### src/rtl/mem_arb_pkg.sv
// Shared types and widths for the instruction/data memory arbiter.
package mem_arb_pkg;
  localparam int unsigned ADDR_W = 16;
  localparam int unsigned DATA_W = 16;
  localparam int unsigned WAIT_W = 8;

  typedef enum logic [1:0] {
    IDLE,
    BUSY_D,
    BUSY_I,
    DONE
  } arb_state_t;
endpackage

### src/rtl/mem_arb_watchdog.sv
// Wait-cycle counter for an outstanding memory access; flags the cycle whose
// increment would reach TIMEOUT.
module mem_arb_watchdog
  import mem_arb_pkg::*;
#(
  parameter int unsigned TIMEOUT = 255
) (
  input  logic clk,
  input  logic rst,
  input  logic clr,
  input  logic en,
  output logic expired
);

  logic [WAIT_W-1:0] cnt;
  logic [WAIT_W-1:0] cnt_inc;

  assign cnt_inc = cnt + WAIT_W'(1);
  assign expired = en && (cnt_inc == WAIT_W'(TIMEOUT));

  always_ff @(posedge clk) begin
    if (rst || clr) begin
      cnt <= '0;
    end else if (en) begin
      cnt <= cnt_inc;
    end
  end

endmodule

### src/rtl/mem_arbiter.sv
// Arbitrates the fetch and MEM stages onto one shared memory port, data first,
// with one transaction outstanding and a sticky timeout flag.
module mem_arbiter
  import mem_arb_pkg::*;
#(
  parameter int unsigned TIMEOUT = 255
) (
  input  logic              clk,
  input  logic              rst,
  input  logic              if_req,
  input  logic [ADDR_W-1:0] if_addr,
  input  logic              d_rd,
  input  logic              d_wr,
  input  logic [ADDR_W-1:0] d_addr,
  input  logic [DATA_W-1:0] d_wdata,
  output logic [DATA_W-1:0] if_rdata,
  output logic [DATA_W-1:0] d_rdata,
  output logic              if_ready,
  output logic              d_ready,
  output logic              stall_if,
  output logic              stall_d,
  output logic [ADDR_W-1:0] m_addr,
  output logic [DATA_W-1:0] m_wdata,
  output logic              m_re,
  output logic              m_we,
  input  logic [DATA_W-1:0] m_rdata,
  input  logic              m_valid,
  output logic              err
);

  arb_state_t state;
  logic       busy;
  logic       wd_clr;
  logic       wd_en;
  logic       wd_expired;

  assign busy   = (state == BUSY_D) || (state == BUSY_I);
  assign wd_clr = (state == IDLE) && (d_rd || d_wr || if_req);
  assign wd_en  = busy && !m_valid;

  mem_arb_watchdog #(
    .TIMEOUT(TIMEOUT)
  ) u_watchdog (
    .clk    (clk),
    .rst    (rst),
    .clr    (wd_clr),
    .en     (wd_en),
    .expired(wd_expired)
  );

  assign stall_d  = (d_rd | d_wr) & ~d_ready;
  assign stall_if = (if_req & ~if_ready) | stall_d;

  always_ff @(posedge clk) begin
    if (rst) begin
      state    <= IDLE;
      m_re     <= 1'b0;
      m_we     <= 1'b0;
      m_addr   <= '0;
      m_wdata  <= '0;
      if_rdata <= '0;
      d_rdata  <= '0;
      if_ready <= 1'b0;
      d_ready  <= 1'b0;
      err      <= 1'b0;
    end else begin
      if_ready <= 1'b0;
      d_ready  <= 1'b0;
      unique case (state)
        IDLE: begin
          if (d_rd || d_wr) begin
            state   <= BUSY_D;
            m_addr  <= d_addr;
            m_wdata <= d_wdata;
            m_we    <= d_wr;
            m_re    <= ~d_wr;   // a simultaneous read+write is issued as a write
          end else if (if_req) begin
            state   <= BUSY_I;
            m_addr  <= if_addr;
            m_wdata <= '0;
            m_re    <= 1'b1;
            m_we    <= 1'b0;
          end
        end
        BUSY_D, BUSY_I: begin
          // Completion and abort share one exit; an abort returns zero read data.
          if (m_valid || wd_expired) begin
            state <= DONE;
            m_re  <= 1'b0;
            m_we  <= 1'b0;
            if (!m_valid) err <= 1'b1;
            if (state == BUSY_D) begin
              d_ready <= 1'b1;
              if (m_re) d_rdata <= m_valid ? m_rdata : '0;
            end else begin
              if_ready <= 1'b1;
              if (m_re) if_rdata <= m_valid ? m_rdata : '0;
            end
          end
        end
        DONE: state <= IDLE;
        default: state <= IDLE;
      endcase
    end
  end

endmodule

### config.mk
export PLATFORM = sky130hd
export DESIGN_NAME = mem_arbiter
export DESIGN_NICKNAME = d
export VERILOG_FILES = /design/src/rtl/mem_arb_pkg.sv /design/src/rtl/mem_arb_watchdog.sv /design/src/rtl/mem_arbiter.sv
export SDC_FILE = /design/constraint.sdc
export NUM_CORES = 1
export LEC_CHECK = 0
export ABC_CLOCK_PERIOD_IN_PS = 2700
export CORE_MARGIN = 5
export CORE_UTILIZATION = 24
export CTS_CLUSTER_DIAMETER = 60
export DETAILED_ROUTE_END_ITERATION = 16
export SYNTH_ARGS = -nofsm -noshare
export SYNTH_HDL_FRONTEND = slang
export SYNTH_SLANG_ARGS = --single-unit
export TNS_END_PERCENT = 20
### constraint.sdc
create_clock -name clk -period 2.7 [get_ports clk]
set_clock_uncertainty 0.15 [all_clocks]
set_input_delay 0.54 -clock clk [delete_from_list [all_inputs] [get_ports clk]]
set_output_delay 0.54 -clock clk [all_outputs]
set_load 0.03 [all_outputs]
==> flow_metrics.env <==
export IMPL_status="complete, no violations"
export IMPL_synth_top_family_by_area="compound AO/OA/AOI/OAI gates"
export IMPL_cts_hold_buf=0
export IMPL_num_vias=2904
export IMPL_drc=0
export IMPL_timing_final_crit_share=0.899
export IMPL_critPathKind="in -> out"
export IMPL_synth_top_cell_area_share=0.523
export IMPL_dieArea_sq_um=15000
export IMPL_syn_to_final_growth_pct=63.7
export IMPL_drt_iter0_drc=171
export IMPL_p_per_area_nw_per_um2=888
export IMPL_cts_htree_levels=3
export IMPL_die_h_um=122
export IMPL_syn_inst=301
export IMPL_dieWidth_um=122
export IMPL_power_mw=4.40
export IMPL_clk_path_buf_depth=2
export IMPL_muxShareOfSynthArea=0
export IMPL_first_pass_iters=4
export IMPL_initial_core_util=0.243
export IMPL_slew_headroom=0.266
export IMPL_cts_buffers=9
export IMPL_std_cell_rows=41
export IMPL_irDropWorstVdd_uv=322
export IMPL_synth_xor_area_frac=0.0174
export IMPL_hold_path_class="reg -> reg"
export IMPL_ys_ff_latch=79
export IMPL_ys_types=37
export IMPL_core_sq_um=12500
export IMPL_clk_pin_slew_ns=0.06
export IMPL_setup_viol=0
export IMPL_cts_tree="yes"
export IMPL_grt_ovfl_total=0
export IMPL_multi_input_area_sq_um=1330
export IMPL_postCtsSetupBuffers=0
export IMPL_yosysTopAreaCell="dfxtp_1"
export IMPL_final_core_util=0.397
export IMPL_power_leakage_nw=1.78
export IMPL_n_antenna_cell=0
export IMPL_cp_arrival_ns=1.74
export IMPL_syn_num_nets=375
export IMPL_grt_pass1_vias=2997
export IMPL_reg2reg_depth=5
export IMPL_cts_sinks=79
export IMPL_synth_edf_count=0
export IMPL_post_cts_resized=0
export IMPL_nets=514
export IMPL_drt_wirelength_per_cell_um=16.0
export IMPL_ant_nets=0
export IMPL_num_fill_cells=1243
export IMPL_ys_async_sr_fraction=0
export IMPL_crit_path_start_kind="input port"
export IMPL_drive_above_1_share=0.0854
export IMPL_final_hold_viol_count=0
export IMPL_clock_root_buffer="clkbuf_16"
export IMPL_tns_ns=0
export IMPL_ios=141
export IMPL_min_to="d_rdata[15]"
export IMPL_synth_area_leaders="dfxtp_1 (52%), a32o_1 (11%), a22o_1 (4.6%)"
export IMPL_place_gp_congestion=0.754
export IMPL_hold_depth=1
export IMPL_tightest_slew_ns=1.09
export IMPL_hold_start="d_rdata[15]"
export IMPL_synth_simple_area_share=0.111
export IMPL_worst_r2r_setup_slack_ns=0.44
export IMPL_r2r_end="if_rdata[0]"
export IMPL_dp_slack_ns=0.0553
export IMPL_slew_viol_final=0
export IMPL_ys_seq_area_frac=0.523
export IMPL_max_cap_violations=0
export IMPL_synth_commonest_cells="dfxtp_1 (79), nor2_1 (35), a32o_1 (32), nand2_1 (24), clkbuf_1 (20)"
export IMPL_totalWireLength_um=9840
export IMPL_required_ns=2.01
export IMPL_viasPerCell=4.71
export IMPL_synth_compound_area_frac=0.290
export IMPL_max_freq_mhz=412
export IMPL_min_period_ns=2.43
export IMPL_rsz0062_at_grt="false"
export IMPL_grtUsageTotal=0.128
export IMPL_dpl_hpwl_um=7030
export IMPL_io_buffer_count=140
export IMPL_synth_fa_ha_area_frac=0.0165
export IMPL_avgSynthCellArea_sq_um=10.1
export IMPL_synthMostInstantiatedCell="dfxtp_1"
export IMPL_grt_pass1_wl_um=15100
export IMPL_reg2reg_from="state[0]"
export IMPL_antenna_found_initial=0
export IMPL_path_max_fanout=12
export IMPL_netlist_area_sq_um=3030
export IMPL_end_kind="primary output"
export IMPL_synth_warnings=0
export IMPL_synth_ff_type="dfxtp_1"
export IMPL_clk_latency_ns=0.34
export IMPL_grt_max_degree=34
export IMPL_seqCellArea_sq_um=1580
export IMPL_fin_ws_ns=0.273
[placed cells by master, fill, tap and decap left out, types with 2 or more instances in the layout]
cell / synthesis / layout
buf_4: 2 / 14
and3_1: 2 / 2
a311oi_1: 16 / 16
ha_1: 4 / 4
inv_1: 7 / 7
o21ai_0: 19 / 19
a22o_1: 16 / 16
nand4_1: 4 / 4
nand2_1: 24 / 24
nor2b_1: 3 / 3
xor2_1: 6 / 6
a32o_1: 32 / 32
clkbuf_16: 0 / 9
a211oi_1: 3 / 3
clkbuf_8: 0 / 3
a21oi_1: 5 / 5
or2_2: 2 / 2
o211ai_1: 2 / 2
dfxtp_1: 79 / 79
clkdlybuf4s50_1: 0 / 138
nor2_1: 35 / 35
[flip-flops by register name, indices dropped and copies added, names as in the netlist, 2 cells and up]
signal          flops
m_wdata            16
state               2
if_rdata           16
u_watchdog.cnt      8
d_rdata            16
m_addr             16
[cell type report]
cell class | count | area share
clock buffer | 12 | 0.0538
inverter | 7 | 0.00530
timing repair buffer | 152 | 0.300
clock inverter | 4 | 0.0104
tap | 172 | 0.0434
sequential | 79 | 0.319
multi-input combinational | 191 | 0.268
[per-stage QoR]
stage          hold slack (ns)  area (sq um)  cells
2_1_floorplan            0.304          3030    301
3_3_place_gp             0.297          4640    601
3_5_place_dp             0.307          4640    601
4_1_cts                  0.317          4950    617
5_1_grt                  0.343          4950    617
6_report                 0.317          4950    617
[routing by layer]
metal / track usage / vias to the layer above / share of wire
met4: 0.0427 / 0 / 0.012
met2: 0.214 / 103 / 0.47
met5: 0 / - / 0
met1: 0.143 / 1380 / 0.42
met3: 0.0608 / 10 / 0.097
li1: - / 1411 / -
[worst max path at each step]
| stage | cells past startpoint | from | end | slack [ns] |
|---|---|---|---|---|
| finish | 5 | d_rd | stall_if | 0.27 |
| global route | 5 | d_wr | stall_if | 0.19 |
| CTS | 5 | d_rd | stall_if | 0.24 |
| detailed placement | 5 | d_rd | m_wdata[7] | 0.06 |
| global placement | 5 | d_rd | m_wdata[10] | 0.11 |
| floorplan | 4 | d_wr | stall_if | 0.46 |
[where the power goes]
group | internal, mW | switching, mW | total [mW] | leakage [nW]
clock network | 0.793 | 0.477 | 1.27 | 0.155
registers | 1.38 | 0.114 | 1.49 | 0.644
logic | 0.688 | 0.950 | 1.64 | 0.983
total | 2.86 | 1.54 | 4.40 | 1.78
[critical path: stages]
cell and delay, ns:
clkdlybuf4s50_1 0.44, nor2_1 0.22, buf_4 0.24, o22ai_1 0.11, buf_4 0.18
[logic make-up (layout without fill, tap and decap cells)]
group	Yosys count	after routing
adder cells (fa/ha/maj)	4	4
AND/OR/NAND/NOR	77	77
AO/OA/AOI/OAI	104	104
XOR/XNOR	6	6
flip-flops	79	79
buffers and inverters	31	175
No activity file was read; power rests on OpenSTA's default activity.
